[src/rtl/div_unit.sv]
// Signed 32-bit divider, one restoring shift-subtract step per clock; LO=quotient, HI=remainder.
// Latency: 34 edges start to DivDone. A start request is accepted only in IDLE; requests while busy are dropped.
module div_unit (
    input  logic        clock,
    input  logic        reset,
    input  logic        DivCtrl,
    input  logic [31:0] A,
    input  logic [31:0] B,
    output logic [31:0] HI,
    output logic [31:0] LO,
    output logic        DivBusy,
    output logic        DivDone,
    output logic        DivZero
);

    typedef enum logic [1:0] {IDLE, RUN, DONE} state_t;

    state_t      state, state_nxt;
    logic [31:0] dvd;      // |A| shifting out, quotient bits shifting in
    logic [31:0] dvs;
    logic [31:0] rem;
    logic        sign_q;
    logic        sign_r;
    logic [4:0]  cnt;
    logic        start;
    logic        zero_req;
    logic [32:0] trial;
    logic [32:0] diff;
    logic        qbit;
    logic [31:0] abs_a;
    logic [31:0] abs_b;

    always_comb begin
        start    = (state == IDLE) && DivCtrl && (B != 32'd0);
        zero_req = (state == IDLE) && DivCtrl && (B == 32'd0);
        // 0x80000000 negates to itself, which is exactly its unsigned magnitude
        abs_a    = A[31] ? (~A + 32'd1) : A;
        abs_b    = B[31] ? (~B + 32'd1) : B;
        trial    = {rem, dvd[31]};
        diff     = trial - {1'b0, dvs};
        qbit     = ~diff[32];
    end

    always_comb begin
        state_nxt = state;
        case (state)
            IDLE:    if (start) state_nxt = RUN;
            RUN:     if (cnt == 5'd31) state_nxt = DONE;
            DONE:    state_nxt = IDLE;
            default: state_nxt = IDLE;
        endcase
    end

    always_ff @(posedge clock) begin
        if (reset) state <= IDLE;
        else       state <= state_nxt;
    end

    always_ff @(posedge clock) begin
        if (reset) begin
            dvd     <= 32'd0;
            dvs     <= 32'd0;
            rem     <= 32'd0;
            sign_q  <= 1'b0;
            sign_r  <= 1'b0;
            cnt     <= 5'd0;
            HI      <= 32'd0;
            LO      <= 32'd0;
            DivDone <= 1'b0;
            DivZero <= 1'b0;
        end else begin
            DivDone <= 1'b0;
            DivZero <= zero_req;
            case (state)
                IDLE: begin
                    if (start) begin
                        dvd    <= abs_a;
                        dvs    <= abs_b;
                        rem    <= 32'd0;
                        sign_r <= A[31];
                        sign_q <= A[31] ^ B[31];
                        cnt    <= 5'd0;
                    end
                end
                RUN: begin
                    rem <= qbit ? diff[31:0] : trial[31:0];
                    dvd <= {dvd[30:0], qbit};
                    cnt <= cnt + 5'd1;
                end
                DONE: begin
                    LO      <= sign_q ? (32'd0 - dvd) : dvd;
                    HI      <= sign_r ? (32'd0 - rem) : rem;
                    DivDone <= 1'b1;
                end
                default: ;
            endcase
        end
    end

    assign DivBusy = (state != IDLE);

endmodule

[config.mk]
export PLATFORM = sky130hd
export DESIGN_NAME = div_unit
export DESIGN_NICKNAME = d
export VERILOG_FILES = /design/src/rtl/div_unit.sv
export SDC_FILE = /design/constraint.sdc
export NUM_CORES = 1
export LEC_CHECK = 0
export ABC_AREA = 1
export BUFFER_PORTS_ARGS = -buffer_cell sky130_fd_sc_hd__buf_2
export CAP_MARGIN = 10
export CORE_AREA = 2 2 144 146
export CTS_BUF_LIST = sky130_fd_sc_hd__clkbuf_16
export DETAILED_ROUTE_END_ITERATION = 8
export DIE_AREA = 0 0 146 148
export PLACE_DENSITY = 0.91
export SYNTH_ARGS = -nofsm -noshare
export SYNTH_HDL_FRONTEND = slang
export SYNTH_SLANG_ARGS = --single-unit
[constraint.sdc]
create_clock -name clock -period 6.3 [get_ports clock]
set_clock_uncertainty 0.05 [all_clocks]
set_input_delay 1.26 -clock clock [delete_from_list [all_inputs] [get_ports clock]]
set_output_delay 1.26 -clock clock [all_outputs]
set_load 0.03 [all_outputs]
==> run metrics <==
largest net degree at the start of global routing=110; Rows=52; Period minus WS final=approximately 3.5 ns; fillcell total=1769; Synth Net Count=between 2000 and 2500; full die area=21600 um2; number of library cell types mapped by synthesis=slightly below 50; Synth area leaders=dfxtp_1 27%, nand2_1 15%, inv_1 9.2%, nor2_1 6.3%, a21oi_1 6.2%; relative slew slack=0.228; PostCTS Resize Cnt=0; Post-Synth XOR/XNOR Area=0.0588; Die Width=about 150 um; Max Cap Violations=0; Iteration-0 DRC Markers=about 1300; asr flop ratio synth=0; layout cells sized above 1=0.128; Synth top area share=0.267; Clock transition at path regs=0.08 ns; main flop type after synthesis=dfxtp_1; final std cells w/o fill=between 2000 and 2500; core box area=20000 um2; synth warn=0; grt total ovfl=0; post-synthesis mux area share=0; Synth Register Bits=around 170; ANT cells=0; Syn Inst Count=2082; num ports=between 100 and 150; final setup violation count=0; Inserted Clock Buffers=17; final setup TNS=0 ns; clk sinks=~170; postcts setup bufs=0; die height=roughly 150 um; met2 Track Usage GR=0.581; DRC Markers=0; worst setup path class=in -> reg; sequential cell area=~3400 um2; ordered cell list for the critical path=buf_2 -> inv_1 -> ha_1 -> inv_1 -> nor3_4 -> nand2_2 -> nor3_2 -> nand3_1 -> nand2_4 -> nand2_4 -> clkinv_2 -> nand2_1 -> a31oi_1; Reg2Reg Depth=10; final hold vios=0; initial core utilization=0.640; clk_lat worst skew=~0.44 ns; total design power=between 7000 and 8000 uW; Final Hold Slack=roughly 0.42 ns; main combinational cell family by area after synthesis=simple AND/OR/NAND/NOR gates; Post-DP HPWL=just under 30000 um; unrepaired setup endpoints after global routing=false; Placed Cells incl. Taps=about 2400; WP depth=13; routed wire length per instance=roughly 16 um; Hold Crit Depth=2; Post-Synth Adder-Cell Area=0.0387; Overall Global Routing Usage=0.363; post-synthesis sequential area ratio=0.267; VDD IR-drop max=around 0.37 mV; H-tree depth=4; final WL=about 39000 um; Leak=just over 0.007 uW; slowest cell delay on critical path=0.59 ns; simple-gate share of the synthesized area=0.351; compound-cell area share of the yosys netlist=0.161; root buf cell=clkbuf_16; delay-heaviest family, CP=simple AND/OR/NAND/NOR gates; met1 GRT Util=0.474; area leader, netlist=dfxtp_1; Critical Path RT=~6.6 ns; Slowest-stage cell, CP=clkinv_2; initial antenna violation count=0; hold_buf cts=0; Mapped Area=~13000 um2; Max Fanout on Critical Path=52; CP endpoint kind=flop; most frequent cells after synthesis=505 x nand2_1, 313 x inv_1, 215 x nor2_1; CTS tree=done; Power Density=552 nW/um2; Area Overhead vs Synth=9.99%; Pre-Repair DR Iteration Count=6; Max clock buf depth=2; Tcrit/Tclk final=0.561; most numerous cell in the Yosys netlist=nand2_1; CP Buf/Inv Count=4; met3 Track Usage GR=0.0691; Top Usage Layer GRT=met2; average footprint of a synthesized cell=roughly 6 um2; Final ANT Viol Nets=0; first-pass GRT wire length=63900 um; Slew @ Worst Pin=roughly 1.2 ns; post-DR vias/cell=about 5.7; RD Place Congestion=between 1 and 1.5; area of the multi-input gates=between 7000 and 8000 um2; number of port buffers=133; Slew Limit Fails=0; Crit path arrival time=between 3 and 4 ns; CP startpoint kind=input port; Final #Nets=around 2300; vias in the first global route=12900; Highest Clock Rate=0.283 GHz; status=completed; total number of vias=14100; Post-synth EDFFs=0; worst min path class=reg -> reg
==> cells by family (layout without fill, tap and decap cells) <==
| kind of cell | after synthesis | in the layout |
|---|---|---|
| xor+xnor | 86 | 86 |
| fa+ha+maj | 39 | 39 |
| flops | 171 | 171 |
| compound gates | 370 | 370 |
| buf+inv | 402 | 496 |
| simple gates | 1014 | 1014 |
==> report_power, final <==
group	switching (uW)	internal, uW
Sequential	259	1210
Combinational	3590	1670
Clock	494	560
Total	4340	3450
==> path summary, 6_finish.rpt <==
check                start  slack, ns       to
hold reg to reg     cnt[4]       0.42   cnt[4]
setup / recovery      B[0]       2.77  dvd[28]
hold / removal      cnt[4]       0.42   cnt[4]
setup reg to reg  state[0]       3.02  dvd[14]
==> sequential cells by signal, indices dropped and copies added, names as in the netlist <==
register  flops
sign_q        1
LO           32
HI           32
rem          32
DivZero       1
sign_r        1
dvs          32
dvd          32
DivDone       1
state         2
cnt           5
==> cell usage in the layout (no fill, tap or decap), types with 38 or more instances in the layout <==
| cell | synthesis | layout |
|---|---|---|
| buf_2 | 13 | 132 |
| a21oi_1 | 160 | 160 |
| o21ai_0 | 127 | 127 |
| xor2_1 | 62 | 62 |
| dfxtp_1 | 171 | 171 |
| nor2_1 | 215 | 213 |
| ha_1 | 38 | 38 |
| inv_1 | 313 | 312 |
| nand3_1 | 150 | 150 |
| nand2_1 | 505 | 505 |
==> layer usage <==
metal | routed length, um | up-vias
li1 | - | 6814
met1 | 16400 | 6333
met2 | 17700 | 753
met3 | 3400 | 158
met4 | 1800 | 0
met5 | 0 | -
==> worst min-delay path, cell delays in order, from the launching register on <==
cell and delay, ns:
dfxtp_1 0.32, nand2_1 0.06, a21oi_1 0.05
==> final cells by class <==
type / instances / area share
clock buffer: 17 / 0.0302
clock inverter: 15 / 0.0114
inverter: 328 / 0.0874
multi-input combinational: 1509 / 0.555
sequential: 171 / 0.243
tap: 270 / 0.0240
timing repair buffer: 136 / 0.0490
==> metrics by stage <==
| step | util | setup WS (ns) | cell area [um2] |
|---|---|---|---|
| 2_1_floorplan | - | 3.53 | 12800 |
| 3_3_place_gp | 0.674 | 2.50 | 13500 |
| 3_5_place_dp | 0.674 | 2.44 | 13500 |
| 4_1_cts | 0.703 | 2.85 | 14100 |
| 5_1_grt | 0.703 | 2.61 | 14100 |
| 6_report | 0.703 | 2.77 | 14100 |
No activity file was read; power rests on OpenSTA's default activity.
